--- config.mk ---
export PLATFORM = sky130hd
export DESIGN_NAME = conv_window_scheduler
export DESIGN_NICKNAME = d
export VERILOG_FILES = /design/src/rtl/conv_window_scheduler.sv
export SDC_FILE = /design/constraint.sdc
export NUM_CORES = 1
export LEC_CHECK = 0
export CAP_MARGIN = 10
export CORE_UTILIZATION = 50
export CTS_CLUSTER_DIAMETER = 50
export DETAILED_ROUTE_END_ITERATION = 8
export PLACE_DENSITY = 0.77
export SYNTH_ARGS = -nofsm -noshare
export SYNTH_HDL_FRONTEND = slang
export SYNTH_SLANG_ARGS = --single-unit
export TNS_END_PERCENT = 50
--- constraint.sdc ---
create_clock -name i_clk -period 5.57 [get_ports i_clk]
set_clock_uncertainty 0.1 [all_clocks]
set_input_delay 0.8355 -clock i_clk [delete_from_list [all_inputs] [get_ports i_clk]]
set_output_delay 0.8355 -clock i_clk [all_outputs]
set_load 0.03 [all_outputs]
--- src/rtl/conv_window_scheduler.sv ---
// Convolution window scheduler: walks the top-left corner of a k x k window across a
// square input map, driving a downstream address generator and handing each window off.
module conv_window_scheduler #(
    parameter  int unsigned BUF_DEPTH  = 64,
    localparam int unsigned ADDR_WIDTH = $clog2(BUF_DEPTH)
) (
    input  logic                  i_clk,
    input  logic                  i_nrst,
    input  logic                  i_start,
    input  logic [ADDR_WIDTH-1:0] i_i_size,
    input  logic [ADDR_WIDTH-1:0] i_k_size,
    input  logic [ADDR_WIDTH-1:0] i_stride,
    input  logic                  i_ag_done,
    input  logic                  i_stall,
    input  logic                  i_out_ready,
    output logic                  o_ag_clear,
    output logic                  o_ag_en,
    output logic [ADDR_WIDTH-1:0] o_o_x,
    output logic [ADDR_WIDTH-1:0] o_o_y,
    output logic [ADDR_WIDTH-1:0] o_k_num,
    output logic                  o_win_valid,
    output logic                  o_busy,
    output logic                  o_done,
    output logic                  o_err
);

    localparam int unsigned CW = ADDR_WIDTH + 1;

    typedef enum logic [2:0] {
        S_IDLE    = 3'd0,
        S_CLEAR   = 3'd1,
        S_RUN     = 3'd2,
        S_HANDOFF = 3'd3,
        S_DONE    = 3'd4
    } state_t;

    state_t                state_q, state_d;
    logic [ADDR_WIDTH-1:0] i_size_q, i_size_d;
    logic [ADDR_WIDTH-1:0] k_size_q, k_size_d;
    logic [ADDR_WIDTH-1:0] stride_q, stride_d;
    logic [ADDR_WIDTH-1:0] x_q, x_d;
    logic [ADDR_WIDTH-1:0] y_q, y_d;
    logic [ADDR_WIDTH-1:0] k_num_q, k_num_d;
    logic                  ag_clear_q, ag_clear_d;
    logic                  ag_en_q, ag_en_d;
    logic                  win_valid_q, win_valid_d;
    logic                  busy_q, busy_d;
    logic                  done_q, done_d;
    logic                  err_q, err_d;

    logic [CW-1:0]         nx, ny;
    logic                  last_win;
    logic                  cfg_illegal;

    // Next window position (column-inner) and whether the current one is the last.
    always_comb begin
        ny = CW'(y_q) + CW'(stride_q);
        nx = CW'(x_q);
        if ((ny + CW'(k_size_q)) > CW'(i_size_q)) begin
            ny = '0;
            nx = CW'(x_q) + CW'(stride_q);
        end
        last_win    = (nx + CW'(k_size_q)) > CW'(i_size_q);
        cfg_illegal = (i_k_size == '0) || (i_stride == '0) || (i_k_size > i_i_size);
    end

    always_comb begin
        state_d  = state_q;
        i_size_d = i_size_q;
        k_size_d = k_size_q;
        stride_d = stride_q;
        x_d      = x_q;
        y_d      = y_q;
        k_num_d  = k_num_q;
        done_d   = done_q;
        err_d    = err_q;

        case (state_q)
            S_IDLE, S_DONE: begin
                if (i_start) begin
                    i_size_d = i_i_size;
                    k_size_d = i_k_size;
                    stride_d = i_stride;
                    k_num_d  = ADDR_WIDTH'(i_k_size * i_k_size);
                    x_d      = '0;
                    y_d      = '0;
                    done_d   = 1'b0;
                    err_d    = 1'b0;
                    if (cfg_illegal) begin
                        state_d = S_DONE;
                        done_d  = 1'b1;
                        err_d   = 1'b1;
                    end else begin
                        state_d = S_CLEAR;
                    end
                end
            end
            S_CLEAR: state_d = S_RUN;
            S_RUN: begin
                if (i_ag_done) state_d = S_HANDOFF;
            end
            S_HANDOFF: begin
                if (i_out_ready) begin
                    // The last window keeps its coordinates visible in DONE.
                    if (last_win) begin
                        state_d = S_DONE;
                        done_d  = 1'b1;
                    end else begin
                        state_d = S_CLEAR;
                        x_d     = ADDR_WIDTH'(nx);
                        y_d     = ADDR_WIDTH'(ny);
                    end
                end
            end
            default: state_d = S_IDLE;
        endcase

        ag_clear_d  = (state_d == S_CLEAR);
        ag_en_d     = (state_d == S_RUN) && !i_stall;
        win_valid_d = (state_d == S_HANDOFF);
        busy_d      = (state_d == S_CLEAR) || (state_d == S_RUN) || (state_d == S_HANDOFF);
    end

    always_ff @(posedge i_clk or negedge i_nrst) begin
        if (!i_nrst) begin
            state_q     <= S_IDLE;
            i_size_q    <= '0;
            k_size_q    <= '0;
            stride_q    <= '0;
            x_q         <= '0;
            y_q         <= '0;
            k_num_q     <= '0;
            ag_clear_q  <= 1'b0;
            ag_en_q     <= 1'b0;
            win_valid_q <= 1'b0;
            busy_q      <= 1'b0;
            done_q      <= 1'b0;
            err_q       <= 1'b0;
        end else begin
            state_q     <= state_d;
            i_size_q    <= i_size_d;
            k_size_q    <= k_size_d;
            stride_q    <= stride_d;
            x_q         <= x_d;
            y_q         <= y_d;
            k_num_q     <= k_num_d;
            ag_clear_q  <= ag_clear_d;
            ag_en_q     <= ag_en_d;
            win_valid_q <= win_valid_d;
            busy_q      <= busy_d;
            done_q      <= done_d;
            err_q       <= err_d;
        end
    end

    assign o_ag_clear  = ag_clear_q;
    assign o_ag_en     = ag_en_q;
    assign o_o_x       = x_q;
    assign o_o_y       = y_q;
    assign o_k_num     = k_num_q;
    assign o_win_valid = win_valid_q;
    assign o_busy      = busy_q;
    assign o_done      = done_q;
    assign o_err       = err_q;

endmodule

# == After elaboration in Yosys (flattened, before gate mapping) ==
# Index checks and enable logic that the tools add are counted.
# word_totals
mem_bits_ro,0
latchBits,0
input_bits,24
mem_count,0
output_inout_bits,24
word_cells,66
mem_bits_rw,0
reg_bits,45
# classes
n_lt_le_gt_ge,3
n_reduce_logical,14
bitwise,0
div_mod_pow,0
n_eq_ne,11
add_sub_neg,4
n_mux,20
mul,1
shift,0
# ops
cell,n
$mux 6,6
$pmux 6 s2,2
$mux 3,5
$add 6x6->7,2
$add 7x6->7,2
$gt 7x6->1,2
$eq 3x2->1 const B,4
$logic_not 6->1,2
$pmux 3 s4,1
$ne 2x2->1 const B,4
$reduce_and 4->1,2
$mux 7,1
$eq 3x1->1 const B,2
$gt 6x6->1,1
$mul 6x6->6,1
$logic_or 1x1->1,4
$mux 1,4
$eq 3x3->1 const B,1
$logic_not 3->1,1
$pmux 1 s2,1
$reduce_and 2->1,1
$reduce_bool 2->1,1
$reduce_or 2->1,1
$logic_and 1x1->1,1
$logic_not 1->1,1

# == Logic depth before layout (Yosys ltp) ==
# Gate-level depths: netlist (run 1).
# logic_depth
depth_word,12
depth_mapped,32
depth_no_buf,30

# == Least setup slack after synthesis (run 1) ==
# OpenSTA, ideal clock, no wires.
# synth_path
kind,register to register
start,"register y_q[0], in the netlist o_o_y[0]"
end,"register x_q[2], in the netlist o_o_x[2]"
slack_ps,-635
path_stages_with_launch,30
t_arrival_ps,5980
n_path_buf,3
setup_time_ps,125
t_required_ps,5345
period_less_slack_ps,6205
cell_sequence,dfrtp_1 -> ha_1 -> fa_1 -> ha_1 -> a21o_1 -> a21oi_1 -> o21bai_1 -> a21oi_1 -> xnor2_1 -> ha_1 -> nand3_1 -> a21o_1 -> a21o_1 -> and3_1 -> buf_6 -> o21ai_0 -> ha_1 -> inv_1 -> fa_1 -> nor2b_4 -> o31a_1 -> a21oi_1 -> ha_1 -> a211o_1 -> o21bai_1 -> and2_1 -> clkbuf_1 -> and3_1 -> buf_6 -> mux2_4
# synth_between
elab_chain_cells,8
elab_cells_between_ends,11
classes_between,3 x add/sub; 2 x order compare; 1 x eq/ne; 4 x mux; 1 x reduce/logical
# synth_rtl
element,line,rtl
"start, declared",42,"logic [ADDR_WIDTH-1:0] y_q, y_d;"
"start signal, assigned",145,y_q <= y_d;
$add 6x6->7 (*),57,ny = CW'(y_q) + CW'(stride_q);
$add 7x6->7 (*),59,if ((ny + CW'(k_size_q)) > CW'(i_size_q)) begin
$gt 7x6->1 (*),59,
$mux 7 (*),59,
$add 7x6->7,63,last_win = (nx + CW'(k_size_q)) > CW'(i_size_q);
$gt 7x6->1,63,
$ne 2x2->1 (no source line),n/a,
$reduce_and 4->1 (no source line),n/a,
"end signal, assigned",130,x_q <= '0;
"end signal, assigned",144,x_q <= x_d;
"end, declared",41,"logic [ADDR_WIDTH-1:0] x_q, x_d;"
# Every way passes the cells marked *; elsewhere a longest branch is shown, timed or not. The select of a mux whose other input is x is not followed.
# A chain may end at the register's enable or synchronous reset.

# == Worst setup path in the final report (run 1) ==
# layout_path
start,register stride_q[0]
end,"register ag_en_q, in the netlist o_ag_en"
# layout_between
elab_chain_cells,11
elab_cells_between_ends,12
classes_between,4 x add/sub; 2 x order compare; 1 x eq/ne; 4 x mux; 1 x reduce/logical
# layout_rtl
element,line,rtl
"start, declared",40,"logic [ADDR_WIDTH-1:0] stride_q, stride_d;"
"start signal, assigned",143,stride_q <= stride_d;
$add 6x6->7,57,
$add 7x6->7,59,
$gt 7x6->1,59,
$mux 7 (*),59,
$add 7x6->7 (*),63,
$gt 7x6->1 (*),63,
$mux 3 (*),105,if (last_win) begin
$mux 3 (*),103,if (i_out_ready) begin
$pmux 3 s4 (*),78,case (state_q)
$eq 3x2->1 (*),119,ag_en_d = (state_d == S_RUN) && !i_stall;
$logic_and 1x1->1 (*),119,
via ag_en_d,45,"logic ag_en_q, ag_en_d;"
"end signal, assigned",148,ag_en_q <= ag_en_d;
"end, declared",45,
# Mark *: on every way through the listed nets, which the timed path passes. The rest lies on a longest branch.

==> impl_metrics.env, run 1 <==
export IMPL_rows=29
export IMPL_initial_core_util_pct=52.6
export IMPL_synthMuxAreaShare_pct=9.07
export IMPL_rsz0062_at_grt="yes"
export IMPL_synth_edf_count=0
export IMPL_crit_arrival_ns=6.15
export IMPL_pre_cts_ws_ns=-0.557
export IMPL_netlist_area_um2=3380
export IMPL_drt_iter0_drc=154
export IMPL_clockRootBuffer="clkbuf_8"
export IMPL_cts_tree="yes"
export IMPL_avgViaCountPerCell=5.54
export IMPL_syn_inst=347
export IMPL_overflow=0
export IMPL_path_class="reg -> reg"
export IMPL_grt_antenna_before_repair=0
export IMPL_syn_mean_instance_area_um2=9.74
export IMPL_globalplace_congestion=0.860
export IMPL_io_pin_count=48
export IMPL_worstPathMaxFanout=5
export IMPL_io_buffers=46
export IMPL_dieWidth_um=84.2
export IMPL_cts_buffers=5
export IMPL_routed_wl_um=8290
export IMPL_violations="design-rule violations, negative setup slack"
export IMPL_grt_first_pass_wirelength_um=14300
export IMPL_worst_setup_path_end_kind="register"
export IMPL_htreeDepth=2
export IMPL_grt_pass1_vias=3021
export IMPL_synth_compound_area_share_pct=13.6
export IMPL_drive_gt1_share_pct=24.5
export IMPL_clock_latency_ns=0.30
export IMPL_insertedDiodeCount=0
export IMPL_dpl_hpwl_um=6220
export IMPL_maxSlewHeadroom_pct=34.6
export IMPL_firstDrtPassIters=7
export IMPL_worstMarginPinSlew_ns=0.980
export IMPL_fin_ws_ns=-0.494
export IMPL_postRouteAntennaNets=0
export IMPL_core_area_um2=6420
export IMPL_yosys_area_share_simple_pct=14.4
export IMPL_track_usage_pct=25.4
export IMPL_clkTransAtPathRegs_ns=0.09
export IMPL_nNetsFinal=503
export IMPL_area_delta_synth_final_pct=30.2
export IMPL_maxCapViolations=0
export IMPL_ys_types=46
export IMPL_n_fill_cell=476
export IMPL_route_vias_total=2797
export IMPL_period_share_pct=109
export IMPL_grt_max_degree=44
export IMPL_cts_sinks=43
export IMPL_yosys_area_top_type="dfrtp_1"
export IMPL_cp_start_kind="register"
export IMPL_netlist_top_cells_area="dfrtp_1 32%, ha_1 17%, mux2_2 5.7%"
export IMPL_maxSlewViolCount=0
export IMPL_synth_xor_area_share_pct=5.18
export IMPL_synthesis_nets=423
export IMPL_fmax_mhz=165
export IMPL_yosys_area_share_adder_pct=20.6
export IMPL_synth_top_area_share_pct=31.8
export IMPL_hp_class="reg -> reg"
export IMPL_synth_seq_area_share_pct=31.8
export IMPL_cts_hold_buf=0
export IMPL_synth_top_family_by_area="adder cells"
export IMPL_synth_warning_count=0
export IMPL_layout_common_cells="45 x clkdlybuf4s50_1, 41 x dfrtp_1, 40 x ha_1"
export IMPL_fin_hold_ws_ns=0.385
export IMPL_synth_seq_cells=43
export IMPL_finish_instance_area_um2=4400
export IMPL_chipHeight_um=84.2
export IMPL_cp_required_ns=5.66
export IMPL_synthArstFlopShare_pct=100
export IMPL_cts_buffer_depth=2
export IMPL_status="finished with violations"
export IMPL_fin_crit_ns=6.06
export IMPL_ys_flop_type="dfrtp_1"
export IMPL_layout_cells_most_common="clkdlybuf4s50_1"
export IMPL_wl_per_cell_um=16.4
export IMPL_drc=4
export IMPL_post_dp_cell_area_um2=4140
export IMPL_hold_viol=0
export IMPL_die_area_um2=7090
export IMPL_finalSetupViolCount=18
-- metal layers --
metal	vias to the layer above	part of all wire (%)	global-route usage (%)	routed length, µm
li1	1369	-	-	-
met1	1327	44	32.0	3690
met2	79	49	44.6	4050
met3	22	3.9	3.64	327
met4	0	2.7	9.25	220
met5	-	0	0	0
-- stage by stage --
step                instances  utilization [%]  setup TNS, ns
floorplan                 347                -          -4.95
finish                    505             68.5          -6.85
detailed placement        491             64.4          -8.26
global route              505             68.5         -11.64
global placement          491             64.4          -5.80
CTS                       504             67.6          -4.42
-- worst paths after layout --
path,cells after the start,slack (ns),end,startpoint
worst max-delay path,26,-0.49,o_ag_en$_DFF_PN0_,stride_q[0]$_DFFE_PN0P_
worst max register to register,26,-0.49,o_ag_en$_DFF_PN0_,stride_q[0]$_DFFE_PN0P_
worst min register to register,2,0.39,o_k_num[5]$_DFFE_PN0P_,o_k_num[5]$_DFFE_PN0P_
min in group asynchronous,1,0.59,o_o_x[1]$_DFFE_PN0P_,i_nrst
max in group asynchronous,1,4.12,o_o_y[1]$_DFFE_PN0P_,i_nrst
worst min-delay path,2,0.39,o_k_num[5]$_DFFE_PN0P_,o_k_num[5]$_DFFE_PN0P_
-- synthesized netlist by cell type (3+ instances only) --
library cell   n
ha_1          46
dfrtp_1       43
inv_1         31
nand2_1       31
o21ai_0       21
nor2_1        19
a21oi_1       18
mux2_2        17
xnor2_1       15
and2_1         9
nand3_1        9
a21o_1         8
o21bai_1       8
clkbuf_1       6
fa_1           6
nand4_1        6
mux2_4         5
xor2_1         5
mux2i_1        4
o22ai_1        4
o21a_1         3
-- what timing repair did --
item | in CTS | in global routing
resized for setup | 18 | 10
endpoints found under the setup margin | 18 | 18
pin swaps | 14 | 5
endpoints found under the hold margin | 0 | 0
buffers inserted | 5 | 1
-- flip-flops by register name, indices dropped and copies added (netlist names) --
signal,flops
o_o_y,6
k_size_q,6
o_err,1
o_o_x,6
i_size_q,6
o_ag_en,1
o_done,1
o_k_num,4
state_q,3
o_win_valid,1
stride_q,6
o_busy,1
o_ag_clear,1
-- cell families (layout without fill, tap and decap cells) --
logic type | after synthesis | in the layout
and+or+nand+nor | 92 | 92
other | 1 | 1
buffers and inverters | 41 | 122
adders and majority gates | 52 | 52
xor gates and xnor gates | 20 | 20
DFF | 43 | 43
muxes | 26 | 26
AOI/OAI and AO/OA | 72 | 72
-- critical path: stages (launching register included) --
cell and delay [ns]:
dfrtp_1 0.42, ha_4 0.18, fa_2 0.48, fa_1 0.47, a21oi_2 0.18, o21bai_1 0.11, xor2_1 0.18, ha_1 0.33
a21o_1 0.18, a21oi_1 0.14, a21o_1 0.16, and3_4 0.22, nand2_1 0.07, o21ai_2 0.07, ha_2 0.20, inv_2 0.04
fa_2 0.36, nor2b_4 0.14, o31a_1 0.17, a21oi_2 0.06, ha_1 0.30, a211o_1 0.25, o21bai_1 0.22, o21ai_1 0.13
or3_1 0.31, mux2_4 0.29, and4b_1 0.19
-- cell type report --
class | instances | area (µm²) | area share (%)
multi-input combinational | 263 | 2290 | 52.0
sequential | 43 | 1080 | 24.5
timing repair buffer | 83 | 737 | 16.8
inverter | 31 | 116 | 2.65
tap | 77 | 96.3 | 2.19
clock buffer | 6 | 72.6 | 1.65
clock inverter | 2 | 12.5 | 0.284
Power of run 1 is left out: the tool's default activity adds up to more than one toggle a clock period on the data nets, which glitch-free logic cannot reach.
==> run 2, diff against run 1 <==
--- a/config.mk
+++ b/config.mk
@@ -9,7 +9,7 @@
 export CORE_UTILIZATION = 50
 export CTS_CLUSTER_DIAMETER = 50
 export DETAILED_ROUTE_END_ITERATION = 8
-export PLACE_DENSITY = 0.77
+export PLACE_DENSITY_LB_ADDON = 0.1
 export SYNTH_ARGS = -nofsm -noshare
 export SYNTH_HDL_FRONTEND = slang
 export SYNTH_SLANG_ARGS = --single-unit
==> impl_metrics.env, run 2 (synthesis gave the netlist of run 1 again) <==
export IMPL_worst_path_max_delay_cell="dfrtp_2"
export IMPL_avgViaCountPerCell=5.44
export IMPL_pre_cts_ws_ns=-0.564
export IMPL_cts_buffer_depth=2
export IMPL_finalSetupViolCount=18
export IMPL_grt_antenna_before_repair=0
export IMPL_htreeDepth=2
export IMPL_drt_iter0_drc=117
export IMPL_rsz0062_at_grt="yes"
export IMPL_hold_viol=0
export IMPL_clkTransAtPathRegs_ns=0.09
export IMPL_insertedDiodeCount=0
export IMPL_firstDrtPassIters=6
export IMPL_io_buffers=46
export IMPL_path_class="reg -> reg"
export IMPL_fin_crit_ns=5.86
export IMPL_drive_gt1_share_pct=24.0
export IMPL_cp_required_ns=5.67
export IMPL_clockRootBuffer="clkbuf_8"
export IMPL_startpoint="o_o_y[0]$_DFFE_PN0P_"
export IMPL_die_area_um2=7090
export IMPL_grt_first_pass_wirelength_um=13700
export IMPL_cp_start_kind="register"
export IMPL_worstPathMaxFanout=6
export IMPL_chipHeight_um=84.2
export IMPL_routed_wl_um=7830
export IMPL_grt_pass1_vias=2894
export IMPL_setup_tns_ns=-3.86
export IMPL_maxSlewHeadroom_pct=32.0
export IMPL_max_stage_delay_ns=0.43
export IMPL_clock_latency_ns=0.31
export IMPL_overflow=0
export IMPL_hp_start="i_size_q[4]$_DFFE_PN0P_"
export IMPL_cts_sinks=43
export IMPL_core_area_um2=6420
export IMPL_dieWidth_um=84.2
export IMPL_nNetsFinal=505
export IMPL_fin_ws_ns=-0.286
export IMPL_crit_arrival_ns=5.96
export IMPL_layout_cells_most_common="clkdlybuf4s50_1"
export IMPL_cts_buffers=5
export IMPL_violations="design-rule violations, negative setup slack"
export IMPL_maxSlewViolCount=0
export IMPL_worst_setup_path_end_kind="register"
export IMPL_cts_tree="yes"
export IMPL_r2r_start="o_o_y[0]$_DFFE_PN0P_"
export IMPL_grt_max_degree=44
export IMPL_crit_top_cell="ha_1"
export IMPL_layout_common_cells="45 x clkdlybuf4s50_1, 43 x ha_1, 42 x dfrtp_1"
export IMPL_area_delta_synth_final_pct=30.9
export IMPL_initial_core_util_pct=52.6
export IMPL_track_usage_pct=24.4
export IMPL_postRouteAntennaNets=0
export IMPL_crit_buf_inv=1
export IMPL_worstMarginPinSlew_ns=1.02
export IMPL_cpLargestDelayFamily="adder cells"
export IMPL_period_share_pct=105
export IMPL_io_pin_count=48
export IMPL_wl_per_cell_um=15.4
export IMPL_fmax_mhz=171
export IMPL_cts_hold_buf=0
export IMPL_drc=6
export IMPL_rows=29
export IMPL_dpl_hpwl_um=6060
export IMPL_route_vias_total=2757
export IMPL_globalplace_congestion=0.828
export IMPL_status="finished with violations"
export IMPL_maxCapViolations=0
export IMPL_hp_class="reg -> reg"
[run 2: path summary, 6_finish.rpt]
path,slack [ns],depth (start not counted),end
worst max register to register,-0.29,27,o_ag_en$_DFF_PN0_
worst min register to register,0.39,2,i_size_q[4]$_DFFE_PN0P_
worst min-delay path,0.39,2,i_size_q[4]$_DFFE_PN0P_
worst max-delay path,-0.29,27,o_ag_en$_DFF_PN0_
max in group asynchronous,4.10,1,o_o_y[0]$_DFFE_PN0P_
min in group asynchronous,0.59,1,k_size_q[0]$_DFFE_PN0P_
[run 2: final cells by class]
cell class | instances | area (µm²)
Timing Repair Buffer | 85 | 756
Tap cell | 77 | 96.3
Clock buffer | 6 | 72.6
Fill cell | 524 | 2000
Sequential cell | 43 | 1080
Clock inverter | 2 | 60.1
Multi-Input combinational cell | 263 | 2240
Inverter | 31 | 116
[run 2: timing repair]
item | 4_1_cts | 5_1_grt
setup buffers | 5 | 1
resized for setup | 14 | 10
endpoints found under the setup margin | 18 | 18
pin swaps | 15 | 4
[run 2: per-layer routing]
metal / up-vias / wire length (µm) / part of all wire (%) / track usage [%]
met5: - / 0 / 0 / 0
li1: 1368 / - / - / -
met1: 1335 / 3550 / 45 / 31.5
met2: 50 / 3910 / 50 / 43.1
met4: 0 / 48 / 0.61 / 5.17
met3: 4 / 316 / 4.0 / 4.42
[run 2: stage by stage]
| step | util (%) | cells | hold slack, ns | cell area, µm² |
|---|---|---|---|---|
| floorplan | - | 347 | 0.350 | 3420 |
| global placement | 64.6 | 493 | 0.363 | 4150 |
| detailed placement | 64.6 | 493 | 0.370 | 4150 |
| CTS | 68.0 | 506 | 0.390 | 4370 |
| global route | 68.9 | 507 | 0.409 | 4420 |
| finish | 68.9 | 507 | 0.386 | 4420 |
[run 2: worst register-to-register path: cells and delay by family, from the launching register on]
kind | cells | cell delay, ns
flip-flops | 1 | 0.43
XOR/XNOR | 2 | 0.34
multiplexers | 1 | 0.29
buffers and inverters | 1 | 0.04
adder cells (fa/ha/maj) | 7 | 2.10
AND/OR/NAND/NOR | 5 | 0.92
AO/OA/AOI/OAI | 11 | 1.54
Power of run 2 is left out for the same reason.
==> run 3, diff against run 2 <==
--- a/config.mk
+++ b/config.mk
@@ -6,10 +6,13 @@
 export NUM_CORES = 1
 export LEC_CHECK = 0
 export CAP_MARGIN = 10
-export CORE_UTILIZATION = 50
+export CORE_ASPECT_RATIO = 1.75
+export CORE_UTILIZATION = 52
+export CTS_BUF_LIST = sky130_fd_sc_hd__clkbuf_2
 export CTS_CLUSTER_DIAMETER = 50
 export DETAILED_ROUTE_END_ITERATION = 8
 export PLACE_DENSITY_LB_ADDON = 0.1
+export SKIP_LAST_GASP = 1
 export SYNTH_ARGS = -nofsm -noshare
 export SYNTH_HDL_FRONTEND = slang
 export SYNTH_SLANG_ARGS = --single-unit
==> impl_metrics.env, run 3 (synthesis gave the netlist of run 1 again) <==
export IMPL_globalplace_congestion=0.863
export IMPL_maxCapViolations=0
export IMPL_maxSlewViolCount=0
export IMPL_worst_setup_path_end_kind="register"
export IMPL_firstDrtPassIters=4
export IMPL_track_usage_pct=25.6
export IMPL_max_stage_delay_ns=0.61
export IMPL_crit_buf_inv=1
export IMPL_maxSlewHeadroom_pct=36.2
export IMPL_avgViaCountPerCell=5.47
export IMPL_dieWidth_um=62.9
export IMPL_cts_buffers=5
export IMPL_r2r_slack_ns=-0.39
export IMPL_io_pin_count=48
export IMPL_routed_wl_um=7940
export IMPL_r2r_end="o_ag_en$_DFF_PN0_"
export IMPL_postRouteAntennaNets=0
export IMPL_fmax_mhz=168
export IMPL_wl_per_cell_um=15.7
export IMPL_layout_common_cells="45 x clkdlybuf4s50_1, 42 x ha_1, 41 x dfrtp_1"
export IMPL_clock_latency_ns=0.45
export IMPL_grt_first_pass_wirelength_um=13400
export IMPL_cp_start_kind="register"
export IMPL_die_area_um2=6840
export IMPL_worstPathMaxFanout=5
export IMPL_cts_tree="yes"
export IMPL_fin_cells=507
export IMPL_nNetsFinal=502
export IMPL_drc=0
export IMPL_violations="negative setup slack"
export IMPL_chipHeight_um=109
export IMPL_layout_cells_most_common="clkdlybuf4s50_1"
export IMPL_overflow=0
export IMPL_fin_crit_ns=5.96
export IMPL_io_buffers=46
export IMPL_finalSetupViolCount=18
export IMPL_cp_num_cells=27
export IMPL_crit_top_cell="a21o_1"
export IMPL_cts_buffer_depth=2
export IMPL_r2r_worst_path_cells=27
export IMPL_insertedDiodeCount=0
export IMPL_cp_required_ns=5.86
export IMPL_fin_ws_ns=-0.386
export IMPL_worst_path_max_delay_cell="fa_2"
export IMPL_status="finished with violations"
export IMPL_dp_cells=494
export IMPL_r2r_start="o_o_y[0]$_DFFE_PN0P_"
export IMPL_drive_gt1_share_pct=23.0
export IMPL_core_area_um2=6230
export IMPL_cts_sinks=43
export IMPL_clockRootBuffer="clkbuf_2"
export IMPL_area_delta_synth_final_pct=28.0
export IMPL_cpLargestDelayFamily="adder cells"
export IMPL_hp_class="in -> async"
export IMPL_clkTransAtPathRegs_ns=0.24
export IMPL_grt_pass1_vias=2887
export IMPL_cts_hold_buf=0
export IMPL_initial_core_util_pct=54.3
export IMPL_htreeDepth=2
export IMPL_route_vias_total=2771
export IMPL_grt_antenna_before_repair=0
export IMPL_period_share_pct=107
export IMPL_path_class="reg -> reg"
export IMPL_crit_arrival_ns=6.24
export IMPL_rsz0062_at_grt="yes"
export IMPL_worstMarginPinSlew_ns=0.956
export IMPL_drt_iter0_drc=101
export IMPL_dpl_hpwl_um=6350
export IMPL_hold_viol=0
export IMPL_grt_max_degree=44
export IMPL_rows=38
==> run 3: cell count changes in the layout (fill, tap and decap cells not counted), moves of 2 or more <==
cell | before | now
buf_4 | 37 | 35
a21oi_1 | 11 | 13
a21oi_2 | 7 | 5
clkbuf_8 | 5 | 0
clkbuf_2 | 0 | 5
==> run 3: metal layers <==
layer | routed length [µm] | vias to the layer above | track usage, %
met4 | 312 | 0 | 12.8
li1 | - | 1358 | -
met1 | 2950 | 1328 | 26.3
met5 | 0 | - | 0
met3 | 195 | 23 | 3.56
met2 | 4480 | 62 | 49.5
==> run 3: how the worst max path moves through the flow <==
stage	from	endpoint	slack, ns
CTS	o_o_y[0]$_DFFE_PN0P_	o_ag_en$_DFF_PN0_	-0.40
global placement	o_o_y[0]$_DFFE_PN0P_	o_ag_en$_DFF_PN0_	-0.56
finish	o_o_y[0]$_DFFE_PN0P_	o_ag_en$_DFF_PN0_	-0.39
floorplan	o_o_y[0]$_DFFE_PN0P_	o_o_x[2]$_DFFE_PN0P_	-0.37
global route	o_o_y[0]$_DFFE_PN0P_	o_o_x[5]$_DFFE_PN0P_	-0.62
detailed placement	stride_q[0]$_DFFE_PN0P_	o_ag_en$_DFF_PN0_	-0.62
==> run 3: cell type report <==
cell class,count,area [µm²]
inverter,31,116
timing repair buffer,82,729
fill,493,1900
clock inverter,3,43.8
sequential,43,1080
tap,80,100
clock buffer,5,25.0
multi-input combinational,263,2230
==> run 3: what timing repair did <==
action | CTS | global route
pin swaps | 9 | 1
resized for setup | 14 | 5
setup endpoints to repair | 18 | 18
setup buffers | 5 | 0
gates cloned | 0 | 0
==> run 3: metrics by stage <==
step                TNS, ns  setup slack, ns  utilization [%]  area [µm²]  hold slack (ns)
finish                -5.74           -0.386             69.5        4330            0.397
global route         -10.18           -0.619             69.5        4330            0.438
CTS                   -5.55           -0.397             69.2        4310            0.402
detailed placement    -9.39           -0.620             66.5        4140            0.373
global placement      -8.41           -0.560             66.5        4140            0.360
floorplan             -4.95           -0.371                -        3420            0.350
==> run 3: worst reg2reg max path: cells and delay by family, from the launching register on <==
kind / cells / cell delay (ns)
adder cells (fa/ha/maj): 7 / 2.19
AO/OA/AOI/OAI: 12 / 1.83
AND/OR/NAND/NOR: 5 / 0.89
flip-flops: 1 / 0.47
multiplexers: 1 / 0.30
XOR/XNOR: 1 / 0.10
buffers and inverters: 1 / 0.04
Power of run 3 is left out for the same reason.
